[config.mk]
export PLATFORM = sky130hd
export DESIGN_NAME = vga_rect_plotter_flat
export DESIGN_NICKNAME = d
export VERILOG_FILES = /design/src/rtl/vga_rect_plotter_pkg.sv /design/src/rtl/vga_rect_plotter_if.sv /design/src/rtl/vga_rect_plotter_clip.sv /design/src/rtl/vga_rect_plotter.sv /design/src/flat_wrapper.sv
export SDC_FILE = /design/constraint.sdc
export NUM_CORES = 1
export LEC_CHECK = 0
export CAP_MARGIN = 10
export CORE_MARGIN = 5
export CORE_UTILIZATION = 45
export CTS_BUF_LIST = sky130_fd_sc_hd__clkbuf_16
export DETAILED_ROUTE_END_ITERATION = 8
export PLACE_DENSITY = 0.69
export SKIP_LAST_GASP = 1
export SLEW_MARGIN = 5
export SYNTH_ARGS = -nofsm -noshare
export SYNTH_HDL_FRONTEND = slang
export SYNTH_SLANG_ARGS = --single-unit
export TNS_END_PERCENT = 100
[constraint.sdc]
create_clock -name CLOCK_50 -period 4.4 [get_ports CLOCK_50]
set_input_delay 0.44 -clock CLOCK_50 [delete_from_list [all_inputs] [get_ports CLOCK_50]]
set_output_delay 0.44 -clock CLOCK_50 [all_outputs]
set_load 0.01 [all_outputs]
[src/rtl/vga_rect_plotter_pkg.sv]
// vga_rect_plotter_pkg
//  Shared definitions for the VGA pixel engines: coordinate/colour widths,
//  screen geometry, mode and state encodings, and the outline edge test.
//  Future line and character engines import the same package.
package vga_rect_plotter_pkg;

    localparam int X_W      = 8;
    localparam int Y_W      = 7;
    localparam int C_W      = 3;
    localparam int SCREEN_W = 160;
    localparam int SCREEN_H = 120;

    // Screen limits at extent width (one bit wider than a coordinate).
    localparam logic [X_W:0] SCREEN_XE = SCREEN_W[X_W:0];
    localparam logic [Y_W:0] SCREEN_YE = SCREEN_H[Y_W:0];

    typedef enum logic [1:0] {
        MODE_FILL     = 2'd0,
        MODE_OUTLINE  = 2'd1,
        MODE_CLEAR    = 2'd2,
        MODE_FILL_ALT = 2'd3
    } mode_e;

    typedef enum logic [1:0] {
        IDLE = 2'd0,
        DRAW = 2'd1,
        DONE = 2'd2
    } state_e;

    // Decides whether the walked coordinate is written. Outline compares
    // against the unclipped last column/row, so an edge pushed off-screen
    // by clipping is simply never reached.
    function automatic logic pixel_plot(
        input mode_e          m,
        input logic [X_W-1:0] px,
        input logic [Y_W-1:0] py,
        input logic [X_W-1:0] left,
        input logic [Y_W-1:0] top,
        input logic [X_W:0]   right,
        input logic [Y_W:0]   bottom
    );
        if (m != MODE_OUTLINE) begin
            return 1'b1;
        end
        return (px == left) || (py == top) ||
               ({1'b0, px} == right) || ({1'b0, py} == bottom);
    endfunction

endpackage

[src/rtl/vga_rect_plotter_if.sv]
// vga_rect_plotter_if
//  Request/handshake and pixel-port bundle between user logic and the
//  rectangle plotter.
//  master: user side  - drives start/mode/x0/y0/w/h/color,
//                       sees busy/done and the VGA pixel port.
//  slave : plotter    - the reverse.
interface vga_rect_plotter_if;
    import vga_rect_plotter_pkg::*;

    logic           start;
    logic [1:0]     mode;
    logic [X_W-1:0] x0;
    logic [Y_W-1:0] y0;
    logic [X_W-1:0] w;
    logic [Y_W-1:0] h;
    logic [C_W-1:0] color;
    logic           busy;
    logic           done;
    logic [X_W-1:0] VGA_X;
    logic [Y_W-1:0] VGA_Y;
    logic [C_W-1:0] VGA_COLOR;
    logic           plot;

    modport master (
        output start, mode, x0, y0, w, h, color,
        input  busy, done, VGA_X, VGA_Y, VGA_COLOR, plot
    );

    modport slave (
        input  start, mode, x0, y0, w, h, color,
        output busy, done, VGA_X, VGA_Y, VGA_COLOR, plot
    );

endinterface

[src/rtl/vga_rect_plotter_clip.sv]
// vga_rect_clip (combinational)
//  Maps a request (mode, x0, y0, w, h) to the walked area:
//   xs, ys : first column/row
//   xe, ye : exclusive end column/row, clamped to the screen
//   empty  : nothing to walk
//  Clear mode ignores the rectangle and covers the whole screen.
module vga_rect_clip
    import vga_rect_plotter_pkg::*;
(
    input  mode_e          mode,
    input  logic [X_W-1:0] x0,
    input  logic [Y_W-1:0] y0,
    input  logic [X_W-1:0] w,
    input  logic [Y_W-1:0] h,
    output logic [X_W-1:0] xs,
    output logic [Y_W-1:0] ys,
    output logic [X_W:0]   xe,
    output logic [Y_W:0]   ye,
    output logic           empty
);

    logic [X_W:0] x_sum;
    logic [Y_W:0] y_sum;

    // Sums are one bit wider than the operands so x0+w never wraps
    // before it is clamped to the screen edge.
    always_comb begin
        x_sum = {1'b0, x0} + {1'b0, w};
        y_sum = {1'b0, y0} + {1'b0, h};
        xs    = x0;
        ys    = y0;
        xe    = (x_sum > SCREEN_XE) ? SCREEN_XE : x_sum;
        ye    = (y_sum > SCREEN_YE) ? SCREEN_YE : y_sum;
        empty = (w == '0) || (h == '0) ||
                ({1'b0, x0} >= SCREEN_XE) || ({1'b0, y0} >= SCREEN_YE);
        if (mode == MODE_CLEAR) begin
            xs    = '0;
            ys    = '0;
            xe    = SCREEN_XE;
            ye    = SCREEN_YE;
            empty = 1'b0;
        end
    end

endmodule

[src/rtl/vga_rect_plotter.sv]
// vga_rect_plotter
//  Pixel engine for the DESim VGA port. A start pulse in IDLE latches a
//  rectangle, colour and mode; the engine then walks the clipped area in
//  raster order (x fastest), one coordinate per clock.
//  Ports:
//   CLOCK_50 : system clock, rising edge
//   reset    : synchronous, active-high
//   bus      : slave side of vga_rect_plotter_if
//              (start/mode/x0/y0/w/h/color in; busy/done, VGA_X/VGA_Y/
//               VGA_COLOR/plot out; pixel outputs are registered)
module vga_rect_plotter
    import vga_rect_plotter_pkg::*;
(
    input  logic              CLOCK_50,
    input  logic              reset,
    vga_rect_plotter_if.slave bus
);

    localparam logic [X_W:0] X_ONE = 1;
    localparam logic [Y_W:0] Y_ONE = 1;

    state_e         state, state_nxt;
    mode_e          mode_r, mode_nxt;
    logic [C_W-1:0] color_r, color_nxt;
    logic [X_W-1:0] xs_r, xs_nxt;
    logic [Y_W-1:0] ys_r, ys_nxt;
    logic [X_W:0]   xe_r, xe_nxt;
    logic [Y_W:0]   ye_r, ye_nxt;
    logic [X_W:0]   xl_r, xl_nxt;
    logic [Y_W:0]   yl_r, yl_nxt;
    logic [X_W-1:0] cx, cx_nxt;
    logic [Y_W-1:0] cy, cy_nxt;
    logic [X_W-1:0] vga_x_r, vga_x_nxt;
    logic [Y_W-1:0] vga_y_r, vga_y_nxt;
    logic [C_W-1:0] vga_c_r, vga_c_nxt;
    logic           plot_r, plot_nxt;

    logic [X_W-1:0] c_xs;
    logic [Y_W-1:0] c_ys;
    logic [X_W:0]   c_xe;
    logic [Y_W:0]   c_ye;
    logic           c_empty;

    vga_rect_clip u_clip (
        .mode  (mode_e'(bus.mode)),
        .x0    (bus.x0),
        .y0    (bus.y0),
        .w     (bus.w),
        .h     (bus.h),
        .xs    (c_xs),
        .ys    (c_ys),
        .xe    (c_xe),
        .ye    (c_ye),
        .empty (c_empty)
    );

    // Next-state and next-pixel logic. The first pixel is loaded into the
    // output registers on the accept edge, so it is visible one cycle after
    // start. In DRAW the counters always hold the pixel currently on the
    // outputs; once that is the last cell of the area we move to DONE.
    always_comb begin
        state_nxt = state;
        mode_nxt  = mode_r;
        color_nxt = color_r;
        xs_nxt    = xs_r;
        ys_nxt    = ys_r;
        xe_nxt    = xe_r;
        ye_nxt    = ye_r;
        xl_nxt    = xl_r;
        yl_nxt    = yl_r;
        cx_nxt    = cx;
        cy_nxt    = cy;
        vga_x_nxt = vga_x_r;
        vga_y_nxt = vga_y_r;
        vga_c_nxt = vga_c_r;
        plot_nxt  = 1'b0;

        case (state)
            IDLE: begin
                if (bus.start) begin
                    mode_nxt  = mode_e'(bus.mode);
                    color_nxt = bus.color;
                    xs_nxt    = c_xs;
                    ys_nxt    = c_ys;
                    xe_nxt    = c_xe;
                    ye_nxt    = c_ye;
                    xl_nxt    = {1'b0, bus.x0} + {1'b0, bus.w} - X_ONE;
                    yl_nxt    = {1'b0, bus.y0} + {1'b0, bus.h} - Y_ONE;
                    if (c_empty) begin
                        state_nxt = DONE;
                    end else begin
                        state_nxt = DRAW;
                        cx_nxt    = c_xs;
                        cy_nxt    = c_ys;
                        vga_x_nxt = c_xs;
                        vga_y_nxt = c_ys;
                        vga_c_nxt = bus.color;
                        plot_nxt  = pixel_plot(mode_nxt, c_xs, c_ys, c_xs, c_ys,
                                               xl_nxt, yl_nxt);
                    end
                end
            end

            DRAW: begin
                if ({1'b0, cx} == xe_r - X_ONE) begin
                    if ({1'b0, cy} == ye_r - Y_ONE) begin
                        state_nxt = DONE;
                    end else begin
                        cx_nxt = xs_r;
                        cy_nxt = cy + Y_W'(1);
                    end
                end else begin
                    cx_nxt = cx + X_W'(1);
                end
                if (state_nxt == DRAW) begin
                    vga_x_nxt = cx_nxt;
                    vga_y_nxt = cy_nxt;
                    vga_c_nxt = color_r;
                    plot_nxt  = pixel_plot(mode_r, cx_nxt, cy_nxt, xs_r, ys_r,
                                           xl_r, yl_r);
                end
            end

            DONE: begin
                state_nxt = IDLE;
            end

            default: begin
                state_nxt = IDLE;
            end
        endcase
    end

    // State register.
    always_ff @(posedge CLOCK_50) begin
        if (reset) begin
            state <= IDLE;
        end else begin
            state <= state_nxt;
        end
    end

    // Latched request, walk counters and registered pixel port. Reset
    // clears the strobe immediately, so an aborted draw leaves no trailing
    // plot.
    always_ff @(posedge CLOCK_50) begin
        if (reset) begin
            mode_r  <= MODE_FILL;
            color_r <= '0;
            xs_r    <= '0;
            ys_r    <= '0;
            xe_r    <= '0;
            ye_r    <= '0;
            xl_r    <= '0;
            yl_r    <= '0;
            cx      <= '0;
            cy      <= '0;
            vga_x_r <= '0;
            vga_y_r <= '0;
            vga_c_r <= '0;
            plot_r  <= 1'b0;
        end else begin
            mode_r  <= mode_nxt;
            color_r <= color_nxt;
            xs_r    <= xs_nxt;
            ys_r    <= ys_nxt;
            xe_r    <= xe_nxt;
            ye_r    <= ye_nxt;
            xl_r    <= xl_nxt;
            yl_r    <= yl_nxt;
            cx      <= cx_nxt;
            cy      <= cy_nxt;
            vga_x_r <= vga_x_nxt;
            vga_y_r <= vga_y_nxt;
            vga_c_r <= vga_c_nxt;
            plot_r  <= plot_nxt;
        end
    end

    assign bus.busy      = (state != IDLE);
    assign bus.done      = (state == DONE);
    assign bus.VGA_X     = vga_x_r;
    assign bus.VGA_Y     = vga_y_r;
    assign bus.VGA_COLOR = vga_c_r;
    assign bus.plot      = plot_r;

endmodule
[src/flat_wrapper.sv]
// flat-port wrapper written by rule: the top's interface ports become plain ports
module vga_rect_plotter_flat import vga_rect_plotter_pkg::*;
  (CLOCK_50, reset, bus_start, bus_mode, bus_x0, bus_y0, bus_w, bus_h, bus_color, bus_busy, bus_done, bus_VGA_X, bus_VGA_Y, bus_VGA_COLOR, bus_plot);
  vga_rect_plotter_if bus_i ();
  input  logic CLOCK_50;
  input  logic reset;
  input wire logic [$bits(bus_i.start)-1:0] bus_start;
  input wire logic [$bits(bus_i.mode)-1:0] bus_mode;
  input wire logic [$bits(bus_i.x0)-1:0] bus_x0;
  input wire logic [$bits(bus_i.y0)-1:0] bus_y0;
  input wire logic [$bits(bus_i.w)-1:0] bus_w;
  input wire logic [$bits(bus_i.h)-1:0] bus_h;
  input wire logic [$bits(bus_i.color)-1:0] bus_color;
  output wire logic [$bits(bus_i.busy)-1:0] bus_busy;
  output wire logic [$bits(bus_i.done)-1:0] bus_done;
  output wire logic [$bits(bus_i.VGA_X)-1:0] bus_VGA_X;
  output wire logic [$bits(bus_i.VGA_Y)-1:0] bus_VGA_Y;
  output wire logic [$bits(bus_i.VGA_COLOR)-1:0] bus_VGA_COLOR;
  output wire logic [$bits(bus_i.plot)-1:0] bus_plot;
  assign bus_i.start = bus_start;
  assign bus_i.mode = bus_mode;
  assign bus_i.x0 = bus_x0;
  assign bus_i.y0 = bus_y0;
  assign bus_i.w = bus_w;
  assign bus_i.h = bus_h;
  assign bus_i.color = bus_color;
  assign bus_busy = bus_i.busy;
  assign bus_done = bus_i.done;
  assign bus_VGA_X = bus_i.VGA_X;
  assign bus_VGA_Y = bus_i.VGA_Y;
  assign bus_VGA_COLOR = bus_i.VGA_COLOR;
  assign bus_plot = bus_i.plot;
  vga_rect_plotter u_core (.CLOCK_50(CLOCK_50), .reset(reset), .bus(bus_i));
endmodule
== Word level (Yosys, flattened, before mapping) ==
Cells that the tools add are included.
Word-level totals
  register bits: 90
  word-level logic and storage cells: 104
  input bits: 38
Cells by class
  order comparisons: 4
  equality and inequality tests: 15
  reductions and logical operators: 14
  add/subtract/negate cells: 8
  muxes and demuxes: 48
Operators with widths (number)
  8-bit two-way mux: 9
  7-bit two-way mux: 7
  8-bit one-hot mux with 2 select lines: 2
  7-bit one-hot mux with 2 select lines: 2
  8-bit by 9-bit == test with 1-bit output: 2
  9-bit two-way mux: 2
  9-bit by 1-bit subtractor with 9-bit output (second input constant): 2
  7-bit by 8-bit == test with 1-bit output: 2
  8-bit by 1-bit subtractor with 8-bit output (second input constant): 2
  1-bit two-way mux: 15
  2-bit two-way mux: 5
  8-bit by 8-bit adder with 9-bit output: 1
  9-bit by 8-bit > comparator with 1-bit output (second input constant): 1
  3-bit two-way mux: 3
  7-bit by 7-bit adder with 8-bit output: 1
  8-bit by 1-bit adder with 8-bit output (second input constant): 1
  8-bit == test: 1
  8-bit greater-or-equal comparator (second input constant): 1
  8-bit by 7-bit > comparator with 1-bit output (second input constant): 1
  8-bit zero test: 1
  7-bit by 1-bit adder with 7-bit output (second input constant): 1
  7-bit == test: 1
  7-bit greater-or-equal comparator (second input constant): 1
  7-bit zero test: 1
  13 further kinds: 24

== Logic depth before layout (Yosys ltp) ==
Gate-level depths: netlist of the first run.
  depth in word-level cells: 12
  gate-level depth with buffers: 15
  depth with buffers taken out: 12

== By module ==
From an unflattened synthesis of the first run, not the netlist that was laid out.
Second synthesis, totals
  cell total of the unflattened synthesis: 978
  area total of the unflattened synthesis: 7323.3 sq um
Modules (own cells, without submodules)
  vga_rect_plotter: area an instance 6203.4 sq um, instances 1, cells an instance 834
  vga_rect_clip: area an instance 1119.8 sq um, instances 1, cells an instance 144

== Worst setup path before layout of the first run ==
No wires, ideal clock.
  path kind: reg2reg
  start point: register u_core.ye_r[0]
  end point: register u_core.plot_r (netlist: u_core.bus.plot)
  path buffers: 2
  data required time: 4.325 ns
  slack: 1.083 ns
  arrival: 3.243 ns
  setup time: 0.075 ns
  cell stages (with the launch flop): 14
  cell sequence: dfxtp_1 > inv_1 > ha_1 > clkbuf_1 > o21ai_0 > or4b_2 > a311oi_4 > buf_2 > mux2_2 > xnor2_1 > nand3_1 > a21oi_1 > o311ai_0 > o22ai_1
On the way
  word-level cells in the longest chain between the ends: 12
  elaborated cells between the ends (all ways): 22
Ends and longest elaborated chain
  from (decl): line vga_rect_plotter.sv:28  | logic [Y_W:0] ye_r, ye_nxt;
  from (signal assigned): line vga_rect_plotter.sv:168  | ye_r <= ye_nxt;
  8-bit by 1-bit subtractor with 8-bit output *: line vga_rect_plotter.sv:106  | if ({1'b0, cy} == ye_r - Y_ONE) begin
  7-bit by 8-bit == test with 1-bit output *: line vga_rect_plotter.sv:106
  8-bit two-way mux / 7-bit two-way mux (equally long branches): line vga_rect_plotter.sv:106
  8-bit two-way mux / 7-bit two-way mux (equally long branches): line vga_rect_plotter.sv:105  | if ({1'b0, cx} == xe_r - X_ONE) begin
  8-bit two-way mux / 7-bit two-way mux (equally long branches): line vga_rect_plotter.sv:78  | case (state)
  8-bit == test / 7-bit == test (equally long branches): line vga_rect_plotter_pkg.sv:45  | return (px == left) || (py == top) ||
  1-bit logical OR (2 in series): line vga_rect_plotter_pkg.sv:45
  1-bit logical OR: line vga_rect_plotter_pkg.sv:46  | ({1'b0, px} == right) || ({1'b0, py} == bottom);
  1-bit two-way mux: line vga_rect_plotter_pkg.sv:45
  1-bit two-way mux *: line vga_rect_plotter.sv:115  | if (state_nxt == DRAW) begin
  1-bit one-hot mux with 2 select lines *: line vga_rect_plotter.sv:78
  to (signal assigned): line vga_rect_plotter.sv:176  | plot_r <= plot_nxt;
  to (decl): line vga_rect_plotter.sv:36  | logic plot_r, plot_nxt;
Mark *: on every way between the ends. The rest lies on a longest branch, timed or not. The select of a mux whose other input is x is not followed.
A chain may end at the register's enable or synchronous reset.

== Final worst setup path of the first run ==
  start point: register u_core.xe_r[0]
  end point: register u_core.plot_r (netlist: u_core.bus.plot)
On the way
  word-level cells in the longest chain between the ends: 11
  elaborated cells between the ends (all ways): 19
Ends and longest elaborated chain
  from (decl): line vga_rect_plotter.sv:27  | logic [X_W:0] xe_r, xe_nxt;
  from (signal assigned): line vga_rect_plotter.sv:167  | xe_r <= xe_nxt;
  9-bit by 1-bit subtractor with 9-bit output *: line vga_rect_plotter.sv:105
  8-bit by 9-bit == test with 1-bit output *: line vga_rect_plotter.sv:105
  8-bit two-way mux / 7-bit two-way mux (equally long branches): line vga_rect_plotter.sv:105
  8-bit two-way mux / 7-bit two-way mux (equally long branches): line vga_rect_plotter.sv:78
  8-bit == test / 7-bit == test (equally long branches): line vga_rect_plotter_pkg.sv:45
  1-bit logical OR (2 in series): line vga_rect_plotter_pkg.sv:45
  1-bit logical OR: line vga_rect_plotter_pkg.sv:46
  1-bit two-way mux: line vga_rect_plotter_pkg.sv:45
  1-bit two-way mux *: line vga_rect_plotter.sv:115
  1-bit one-hot mux with 2 select lines *: line vga_rect_plotter.sv:78
Marks and branches as above.

==> summary.txt, run 1 <==
Outcome
  – Status: finished clean

Hold path
  – Hold Crit Class: reg -> reg

STA
  – Final hold vios: 0
  – Crit share post-route: 86.2%
  – Worst-Margin Slew: 1080 ps
  – Max-slew violation count: 0
  – Final Skew: between 5 and 6 ps
  – Setup WS post-layout: approximately 610 ps
  – Worst slew margin: approximately 28%
  – Setup tns final: 0 ps
  – F_max: 0.264 GHz
  – Setup-failing EPs final: 0
  – RSZ-0062 raised after global routing: no
  – Min Tclk post-route: around 3800 ps

Logic synthesis
  – Post-Syn Area: approximately 6000 um^2
  – Number of synthesized register bits: 90
  – Syn avg cell area: 7.74 um^2
  – Yosys cell types: 66
  – Post-synth ARST share: 0%
  – Mapped Cells: a little under 800
  – Post-synthesis net count: roughly 840
  – Ys flop type: dfxtp_1
  – Ys Warns: 0
  – Sequential share of the synthesized area: approximately 30%
  – Post-synth EDFFs: 0

Detailed routing
  – Wire per inst: between 15 and 20 um
  – DRT Wirelength: between 15,000 and 20,000 um
  – Number of routed nets with antenna violations: 0
  – DRT iter0 DRCs: roughly 570
  – Vias per cell: between 5 and 6
  – Pre-antenna DRT Iters: 8
  – DRC Markers: 0
  – Via count: 5,720

Die
  – Initial core utilization: a little under half
  – Die W: ~130 um
  – Row count: 42
  – I/O pin count: 59
  – Placeable Area: approximately 13,000 um^2
  – Die Ht: roughly 130 um
  – Die area: 15,800 um^2

Worst setup path
  – Critical path type: reg -> reg
  – Worst path arrival time: approximately 4000 ps
  – Startpoint types: register
  – Critical Path Sink Type: register
  – WP data required: between 4000 and 5000 ps
  – Max FO, Critical Path: 18

GRT
  – Total gr overflow: 0
  – Initial antenna violation count: 0
  – Global-route wire length before repair: about 27,000 um
  – Pin count of the biggest net entering global routing: 58
  – Number of global-route vias before repair: roughly 5,500
  – Global Route Usage Sum: 21.2%

Layout
  – Commonest non-fill, non-tap cell in the layout: dfxtp_1
  – # diodes: 0
  – Final instance area: roughly 7000 um^2
  – Commonest cells after routing, fill and taps aside: 90 x dfxtp_1, 80 x nand2_1, 78 x nor2_1
  – Fin nets: around 860
  – Layout Cells excl Fill: 983
  – # fillers: between 1,000 and 1,500
  – Layout cells sized above 1: between 6 and 7%
  – Multi-input logic area: 3870 um^2
  – Sequential Area: 1800 um^2
  – Synth-to-Final Area Change: 16.8%

Clock tree
  – Clock Latency Late Sink: about 340 ps
  – Worst-case clock buffer depth: 2
  – H-Tree Depth: 3
  – Postcts setup bufs: 0
  – CTS tree: done
  – CTS buffer count: 9
  – Clk root buf: clkbuf_16
  – Clock sink count: 90
  – Post_cts resized: 0
  – CTS Hold Buffers Added: 0
  – Clock-pin transition on the worst setup and hold timing paths: roughly 60 ps

Power and ir drop
  – Worst ir drop on vdd: slightly above 0.0002 V
  – PwrDens: 371 nW/um^2
  – Static leakage: roughly 2.7 nW

Place
  – Placed cells: approximately 970
  – Placement Cell Area: 6680 um^2
  – Dpl ws: slightly below 700 ps
  – Post-DP HPWL: approximately 13,000 um
  – Port bufs: 58
  – Routability cong.: around 0.95

Job
  – Max-Cap Viols: 0
==> layer usage <==
layer	global-route usage, %	part of all wire, %	vias up
li1	-	-	2808
met1	30.7	49	2675
met2	31.2	42	208
met3	3.84	6.7	29
met4	7.91	2.5	0
met5	0	0	-
==> worst max-delay path, stage by stage (launching register included) <==
cell	delay, ps
dfxtp_1	350
inv_1	70
ha_1	200
or3b_2	480
or4_1	480
o21ai_0	270
or4_1	710
nor3_2	110
xnor2_1	190
mux2_2	280
and4_4	160
nor4_1	260
o22ai_1	100
==> synth_stat cells, drive strengths merged (2+ instances only) <==
library cell / number / share of area (%)
clkbuf: 48 / 3.0
a211oi: 30 / 3.7
o311ai: 2 / 0.29
or4: 5 / 0.69
buf: 8 / 0.73
nor2b: 8 / 0.83
xnor3: 3 / 1.1
or3b: 3 / 0.44
a31oi: 5 / 0.52
nand4: 7 / 0.73
a21boi: 2 / 0.25
a21oi: 63 / 5.2
and2: 3 / 0.31
a21o: 5 / 0.62
o221ai: 3 / 0.44
ha: 22 / 4.6
nor3b: 6 / 0.83
nand2b: 9 / 0.94
nand3b: 3 / 0.37
o221a: 3 / 0.56
nor2: 78 / 4.9
nand3: 39 / 3.2
nor3: 23 / 2.2
mux2: 2 / 0.37
a311oi: 5 / 1.0
o22ai: 7 / 0.73
a22oi: 9 / 1.1
o21ai: 29 / 2.4
or3: 4 / 0.42
o211ai: 3 / 0.37
and4: 3 / 0.48
a2111oi: 3 / 0.54
fa: 2 / 0.67
inv: 33 / 2.1
xor2: 33 / 4.8
o21bai: 9 / 1.1
and3: 8 / 0.83
mux2i: 13 / 2.2
dfxtp: 90 / 30
o32ai: 2 / 0.29
xnor2: 40 / 5.8
nor4: 10 / 1.0
nand2: 80 / 5.0
==> power breakdown <==
group          leakage (nW)  internal, mW  switching, mW
registers             0.740         0.892          0.104
logic                  1.76         0.332          0.403
clock network         0.166         0.555          0.322
==> path summary, 6_finish.rpt <==
kind                                     startpoint                  end  cells after the start  slack, ps
worst max register to register       u_core.xe_r[0]      u_core.bus.plot                     12        610
worst min register to register  u_core.bus.VGA_Y[5]  u_core.bus.VGA_Y[5]                      2        450
worst min-delay path            u_core.bus.VGA_Y[5]  u_core.bus.VGA_Y[5]                      2        450
worst max-delay path                 u_core.xe_r[0]      u_core.bus.plot                     12        610
==> kinds of logic (layout without fill, tap and decap cells) <==
| family | after synthesis | count (layout) | share of synthesized area (%) |
|---|---|---|---|
| muxes | 15 | 15 | 2.54 |
| xor gates and xnor gates | 76 | 76 | 11.8 |
| buffers and inverters | 89 | 119 | 5.79 |
| adders and majority gates | 24 | 24 | 5.25 |
| DFF | 90 | 90 | 30.0 |
| AOI/OAI and AO/OA | 190 | 190 | 20.8 |
| and+or+nand+nor | 293 | 293 | 23.9 |
==> metrics by stage <==
step                      hold WS, ps  power (mW)  utilization, %
after floorplan                   432        1.50               -
after global placement            441        1.71            50.6
after detailed placement          447        1.74            50.6
after CTS                         454        2.61            53.2
after global routing              475        2.74            53.2
final                             450        2.61            53.2
==> registers in the layout, indices dropped and copies added (netlist names) <==
signal / cells
u_core.bus.VGA_COLOR: 3
u_core.bus.VGA_X: 8
u_core.bus.VGA_Y: 7
u_core.bus.plot: 1
u_core.color_r: 3
u_core.cx: 8
u_core.cy: 7
u_core.mode_r: 2
u_core.state: 2
u_core.xe_r: 9
u_core.xl_r: 9
u_core.xs_r: 8
u_core.ye_r: 8
u_core.yl_r: 8
u_core.ys_r: 7
==> final cells by class <==
type                       instances  area share, %
multi-input combinational        598           55.1
clock buffer                       9           3.21
inverter                          33           1.76
clock inverter                     7           1.66
tap                              176           3.14
timing repair buffer              70           9.48
sequential                        90           25.7
Power figures use the tool's default switching activity.
==> run 2, diff against run 1 <==
--- a/config.mk
+++ b/config.mk
@@ -5,6 +5,7 @@
 export SDC_FILE = /design/constraint.sdc
 export NUM_CORES = 1
 export LEC_CHECK = 0
+export ABC_AREA = 1
 export CAP_MARGIN = 10
 export CORE_MARGIN = 5
 export CORE_UTILIZATION = 45
==> run 2 against run 1 <==
Compared with the run above:
- core utilization decreased by 0.69 points
- hold slack better by 8.3 ps
- cell area increased by 3.5%
- area after synthesis grew 5.4%
- critical endpoint unchanged
- largest power group unchanged
- combinational power up 21%
- flip-flop and latch count unchanged
- fmax increased by 16%
==> summary.txt, run 2 <==
Worst setup path
  – Crit path cell chain: inv_2 -> ha_1 -> inv_1 -> nand2_1 -> nand2_1 -> nor2_1 -> nand3_1 -> nor2_2 -> nand2_1 -> nor2_2 -> buf_4 -> or2_2 -> nand2_1 -> nand2_1 -> nand2_1 -> nor2_1 -> nand2_1 -> nor2_1 -> nor2_1 -> nand3_1 -> nand2_1 -> a21oi_2
  – Critical Path Sink Type: register
  – Crit path max-delay family: simple AND/OR/NAND/NOR gates
  – WP data required: 4670 ps (+70 ps)
  – CP bufs+invs: 3 (+2)
  – Max stage delay on crit path: 580 ps (-130 ps)
  – Critical path type: reg -> reg
  – Cell mode on critical path: nand2_1
  – CP max stage cell: nor2_2
  – Worst path arrival time: 3530 ps (-470 ps)
  – Max FO, Critical Path: 15 (-3)
  – Startpoint types: register

Detailed routing
  – DRT Wirelength: 17,700 um (+4.2%)
  – Wire per inst: 14.1 um (-19%)
  – Number of routed nets with antenna violations: 0 (unchanged)
  – DRC Markers: 0 (unchanged)
  – DRT iter0 DRCs: 440 (-23%)
  – Via count: 6,541 (+14%)
  – Vias per cell: 5.19 (-11%)
  – Pre-antenna DRT Iters: 7 (-1)

Clock tree
  – CTS tree: done
  – H-Tree Depth: 3 (unchanged)
  – Clk root buf: clkbuf_16
  – Clock sink count: 90 (unchanged)
  – Postcts setup bufs: 0 (unchanged)
  – Clock Latency Late Sink: 340 ps (about the same)
  – Post_cts resized: 0 (unchanged)
  – Worst-case clock buffer depth: 2 (unchanged)
  – CTS Hold Buffers Added: 0 (unchanged)
  – CTS buffer count: 9 (unchanged)
  – Clock-pin transition on the worst setup and hold timing paths: 60 ps (about the same)

Logic synthesis
  – Post-Syn Area: 6330 um^2 (+5.4%)
  – Synth area leaders: dfxtp_1 28%, nand2_1 16%, inv_1 8.8%, nand3_1 7.6%, nor2_1 6.4%
  – Share of the synthesized area in the top cell type: 28.4% (-1.5 points)
  – Yosys cell types: 40 (-39%)
  – Synth area leader: dfxtp_1
  – Post-synth ARST share: 0% (unchanged)
  – Number of synthesized register bits: 90 (unchanged)
  – Count leader, synth: nand2_1
  – Ys flop type: dfxtp_1
  – Ys Warns: 0 (unchanged)
  – Post-synthesis net count: 1,100 (+31%)
  – Synth cell count leaders: 276 x nand2_1, 148 x inv_1, 108 x nor2_1, 96 x nand3_1, 90 x dfxtp_1
  – Syn avg cell area: 6.10 um^2 (-21%)
  – Post-synth EDFFs: 0 (unchanged)
  – Sequential share of the synthesized area: 28.4% (-1.5 points)
  – Mapped Cells: 1,038 (+34%)

STA
  – Max-slew violation count: 0 (unchanged)
  – Min Tclk post-route: 3260 ps (-533 ps)
  – Setup tns final: 0 ps (unchanged)
  – Worst-Margin Slew: 1010 ps (-74.3 ps)
  – Worst slew margin: 32.7% (+4.9 points)
  – Final hold vios: 0 (unchanged)
  – Crit share post-route: 74.1% (-12 points)
  – RSZ-0062 raised after global routing: no
  – Setup-failing EPs final: 0 (unchanged)
  – Hold WS: 459 ps (+8.29 ps)
  – Final Skew: 4.87 ps (-0.422 ps)
  – F_max: 0.307 GHz (+16%)

GRT
  – Pin count of the biggest net entering global routing: 63 (+8.6%)
  – Met2 GRT Util: 33.0% (+1.7 points)
  – Global Route Usage Sum: 21.5% (+0.34 points)
  – Grt met3 use: 2.70% (-1.1 points)
  – GRT busiest layer: met2
  – Met1 Track Usage GR: 31.9% (+1.2 points)
  – Global-route wire length before repair: 28,700 um (+4.4%)
  – Total gr overflow: 0 (unchanged)
  – Number of global-route vias before repair: 5,742 (+5.3%)
  – Initial antenna violation count: 0 (unchanged)

Place
  – Routability cong.: 0.898 (-5.4%)
  – Placement Cell Area: 7010 um^2 (+4.9%)
  – Port bufs: 58 (unchanged)
  – Post-DP HPWL: 13,300 um (+3.3%)

Die
  – Die Ht: 129 um (+2.4%)
  – Initial core utilization: 45.8% (+0.24 points)
  – Placeable Area: 13,800 um^2 (+4.8%)
  – Die W: 129 um (+2.4%)
  – Row count: 43 (+2.4%)
  – I/O pin count: 59 (unchanged)
  – Die area: 16,600 um^2 (+5.0%)

Power and ir drop
  – PwrDens: 354 nW/um^2 (-4.7%)
  – Static leakage: 3.57 nW (+34%)
  – Worst ir drop on vdd: 0.000161 V (-22%)

Layout
  – Top flop regs: u_core.xe_r (9), u_core.xl_r (9)
  – Commonest cells after routing, fill and taps aside: 276 x nand2_1, 152 x inv_1, 108 x nor2_1
  – Commonest non-fill, non-tap cell in the layout: nand2_1
  – Fin nets: 1,138 (+32%)
  – Synth-to-Final Area Change: 14.7%
  – # diodes: 0 (unchanged)
  – Layout cells sized above 1: 4.26% (-1.9 points)
  – Final instance area: 7270 um^2 (+3.5%)

Job
  – Max-Cap Viols: 0 (unchanged)

Outcome
  – Status: finished clean

Hold path
  – Hold Crit Class: reg -> reg
-- run 2: changes by cell type after synthesis, sizes merged, moves of 30 or more --
cell   previous run  this run
xnor2            40        10
nor2             78       117
inv              33       152
nand2            80       284
nand3            39        97
o21ai            29        80
-- run 2: area by class of cell --
type / count / area [um^2]
clock inverters: 7 / 31.3
inverters: 154 / 578
fillers: 1413 / 6560
well taps: 180 / 225
multi-input cells: 756 / 3780
clock buffers: 9 / 225
repair buffers: 65 / 628
flip-flops and latches: 90 / 1800
-- run 2: path summary, 6_finish.rpt --
kind	start	end	slack, ps	cells past startpoint
worst max-delay path	u_core.xe_r[0]	u_core.bus.plot	1140	22
worst min-delay path	u_core.mode_r[1]	u_core.mode_r[1]	460	2
worst max register to register	u_core.xe_r[0]	u_core.bus.plot	1140	22
worst min register to register	u_core.mode_r[1]	u_core.mode_r[1]	460	2
-- run 2: where the power goes --
group	internal [mW]	leakage, nW	total, mW	switching, mW
sequential	0.910	0.744	0.997	0.0876
clock	0.372	0.138	0.689	0.317
combinational	0.338	2.69	0.885	0.548
total	1.62	3.57	2.57	0.952
-- run 2: cell families (layout without fill, tap and decap cells) --
logic type               after synthesis  after routing  share of synthesized area (%)
adder cells (fa/ha/maj)               24             24                           4.98
XOR/XNOR                              34             34                           4.70
AO/OA/AOI/OAI                        171            171                           14.7
flip-flops                            90             90                           28.4
buffers and inverters                192            235                           11.9
AND/OR/NAND/NOR                      527            527                           35.3
-- run 2: through the flow --
step                      total power, mW  util [%]  setup WS [ps]  instances
final                                2.57      52.5           1140       1261
after global routing                 2.75      52.5            814       1261
after CTS                            2.58      52.5           1150       1261
after detailed placement             1.89      50.7           1140       1245
after global placement               1.88      50.7           1180       1245
after floorplan                      1.62         -           1920       1038
-- run 2: tightest hold or removal path, stage by stage, from the launching register on --
cell and delay [ps]:
dfxtp_1 290, inv_1 60, a21oi_1 60
-- run 2: layer usage --
layer  up-vias  part of all wire (%)
li1       3391                     -
met1      2926                    50
met2       209                    42
met3        15                   6.9
met4         0                   1.1
met5         -                     0
==> run 3, diff against run 2 <==
==> constraint.sdc (replaced) <==
create_clock -name CLOCK_50 -period 3.3 [get_ports CLOCK_50]
set_input_delay 0.33 -clock CLOCK_50 [delete_from_list [all_inputs] [get_ports CLOCK_50]]
set_output_delay 0.33 -clock CLOCK_50 [all_outputs]
set_load 0.01 [all_outputs]
==> run 3 against run 2 <==
Compared with the run above:
- worst setup slack lost 670 ps
- clock skew up 1.3 ps
- final cell count rose by 0.87%
- die area is the same
- first-iteration DRC count down 5.7%
- combinational power grew 34%
- power is 38% higher
==> summary.txt, run 3 (synthesis results as in run 2) <==
Worst setup path
  – Critical Path Sink Type: register
  – Critical path type: reg -> reg
  – WP data required: 3540 ps (-1130 ps)
  – Crit path cell chain: inv_1 -> ha_1 -> inv_1 -> nand2_1 -> nand2_1 -> nand2_1 -> nand2_1 -> nand2_1 -> nor2_2 -> nand2_1 -> nor2_2 -> nand2_1 -> nor2_1 -> nor2_1 -> inv_1 -> o21ai_0 -> inv_1
  – Max stage delay on crit path: 520 ps (-60 ps)
  – Cell mode on critical path: nand2_1
  – CP max stage cell: nor2_1
  – Max FO, Critical Path: 16 (+1)
  – Crit path max-delay family: simple AND/OR/NAND/NOR gates
  – Worst path arrival time: 3070 ps (-460 ps)
  – Startpoint types: register
  – CP bufs+invs: 4 (+1)

Detailed routing
  – WL met2: 7410 um (-0.22%)
  – Pre-antenna DRT Iters: 5 (-2)
  – DR WL met3: 1190 um (-2.5%)
  – Vias per cell: 5.16 (-0.59%)
  – DRT iter0 DRCs: 415 (-5.7%)
  – Uppermost layer routed: met4
  – Via count: 6,559 (+0.28%)
  – Wire per inst: 13.9 um (-1.0%)
  – DRC Markers: 0 (unchanged)
  – Number of routed nets with antenna violations: 0 (unchanged)
  – DRT Wirelength: 17,700 um (-0.17%)
  – Met1 WL: 8850 um (-0.32%)

Place
  – Port bufs: 58 (unchanged)
  – Post-DP HPWL: 13,500 um (+1.9%)
  – Dpl ws: 186 ps (-954 ps)
  – Placed cells: 1,256 (+0.88%)
  – Placement Cell Area: 7090 um^2 (+1.2%)
  – Routability cong.: 0.878 (-2.2%)

GRT
  – Global Route Usage Sum: 21.8% (+0.29 points)
  – Number of global-route vias before repair: 5,730 (-0.21%)
  – Global-route wire length before repair: 29,000 um (+1.3%)
  – Pin count of the biggest net entering global routing: 63 (unchanged)
  – Initial antenna violation count: 0 (unchanged)
  – Total gr overflow: 0 (unchanged)

STA
  – F_max: 0.353 GHz (+15%)
  – RSZ-0062 raised after global routing: no
  – Worst slew margin: 43.8% (+11 points)
  – Final Skew: 6.15 ps (+1.28 ps)
  – Crit share post-route: 85.8% (+12 points)
  – Max-slew violation count: 0 (unchanged)
  – Setup WS post-layout: 468 ps (-670 ps)
  – Setup tns final: 0 ps (unchanged)
  – Setup-failing EPs final: 0 (unchanged)
  – Final hold vios: 0 (unchanged)
  – Min Tclk post-route: 2830 ps (-430 ps)
  – Worst-Margin Slew: 838 ps (-171 ps)

Layout
  – # diodes: 0 (unchanged)
  – Final instance area: 7380 um^2 (+1.5%)
  – Layout Cells excl Fill: 1,272 (+0.87%)
  – Multi-input logic area: 3780 um^2 (unchanged)
  – Synth-to-Final Area Change: 16.5%
  – Sequential Area: 1800 um^2 (unchanged)
  – Commonest non-fill, non-tap cell in the layout: nand2_1
  – Commonest cells after routing, fill and taps aside: 276 x nand2_1, 150 x inv_1, 108 x nor2_1
  – Layout cells sized above 1: 5.31% (+1.1 points)
  – Fin nets: 1,149 (+0.97%)
  – Top flop regs: u_core.xe_r (9), u_core.xl_r (9)
  – # fillers: 1,434 (+1.5%)

Die
  – Die W: 129 um (unchanged)
  – Initial core utilization: 45.8% (unchanged)
  – Placeable Area: 13,800 um^2 (unchanged)
  – Die area: 16,600 um^2 (unchanged)
  – Die Ht: 129 um (unchanged)
  – Row count: 43 (unchanged)
  – I/O pin count: 59 (unchanged)

Clock tree
  – CTS Hold Buffers Added: 0 (unchanged)
  – Clock-pin transition on the worst setup and hold timing paths: 70 ps (about the same)
  – Clk root buf: clkbuf_16
  – Postcts setup bufs: 0 (unchanged)
  – CTS tree: done
  – Post_cts resized: 0 (unchanged)
  – H-Tree Depth: 3 (unchanged)
  – Worst-case clock buffer depth: 2 (unchanged)
  – Clock sink count: 90 (unchanged)
  – CTS buffer count: 9 (unchanged)
  – Clock Latency Late Sink: 350 ps (about the same)

Job
  – Max-Cap Viols: 0 (unchanged)

Outcome
  – Status: finished clean

Power and ir drop
  – Worst ir drop on vdd: 0.000264 V (+64%)
  – Static leakage: 3.64 nW (+1.7%)
  – PwrDens: 481 nW/um^2 (+36%)
  – Total Power: 3.55 mW (+38%)

Hold path
  – Hold Crit Class: reg -> reg
## run 3: cell count changes in the layout (fill, tap and decap cells not counted)
cell	previous run	this run
clkinv_1	3	4
inv_6	0	1
clkinv_2	1	0
buf_4	7	18
bufinv_16	0	1
inv_1	152	150
## run 3: worst paths after layout
kind | end | cells after the start | slack, ps | start
max | u_core.bus.VGA_X[6] | 17 | 470 | u_core.xe_r[1]
min | u_core.mode_r[1] | 2 | 460 | u_core.mode_r[1]
max reg2reg | u_core.bus.VGA_X[6] | 17 | 470 | u_core.xe_r[1]
min reg2reg | u_core.mode_r[1] | 2 | 460 | u_core.mode_r[1]
## run 3: power breakdown
part	total (mW)	switching [mW]	internal, mW
clock network	1.02	0.445	0.580
logic	1.19	0.732	0.462
registers	1.33	0.115	1.21
total	3.55	1.29	2.25
## run 3: worst register-to-register path, delay by kind of cell (launching register included)
| family | cells | cell delay [ps] |
|---|---|---|
| and+or+nand+nor | 11 | 1140 |
| buffers and inverters | 4 | 700 |
| DFF | 1 | 310 |
| adders and majority gates | 1 | 280 |
| AOI/OAI and AO/OA | 1 | 280 |
## run 3: layout make-up
| type | instances | area share [%] |
|---|---|---|
| Clock buffer | 9 | 3.05 |
| Tap cell | 180 | 3.05 |
| Timing Repair Buffer | 76 | 9.63 |
| Clock inverter | 7 | 0.831 |
| Inverter | 154 | 7.83 |
| Sequential cell | 90 | 24.4 |
| Multi-Input combinational cell | 756 | 51.2 |
## run 3: stage by stage
step	hold slack (ps)	util, %
final	458	53.4
after global routing	487	53.4
after CTS	463	53.4
after detailed placement	449	51.3
after global placement	449	51.3
after floorplan	429	-
## run 3: layer usage
layer,vias to the layer above,GRT usage (%)
met1,2911,32.7
met5,-,0
met2,213,32.7
li1,3417,-
met4,0,6.05
met3,18,2.86
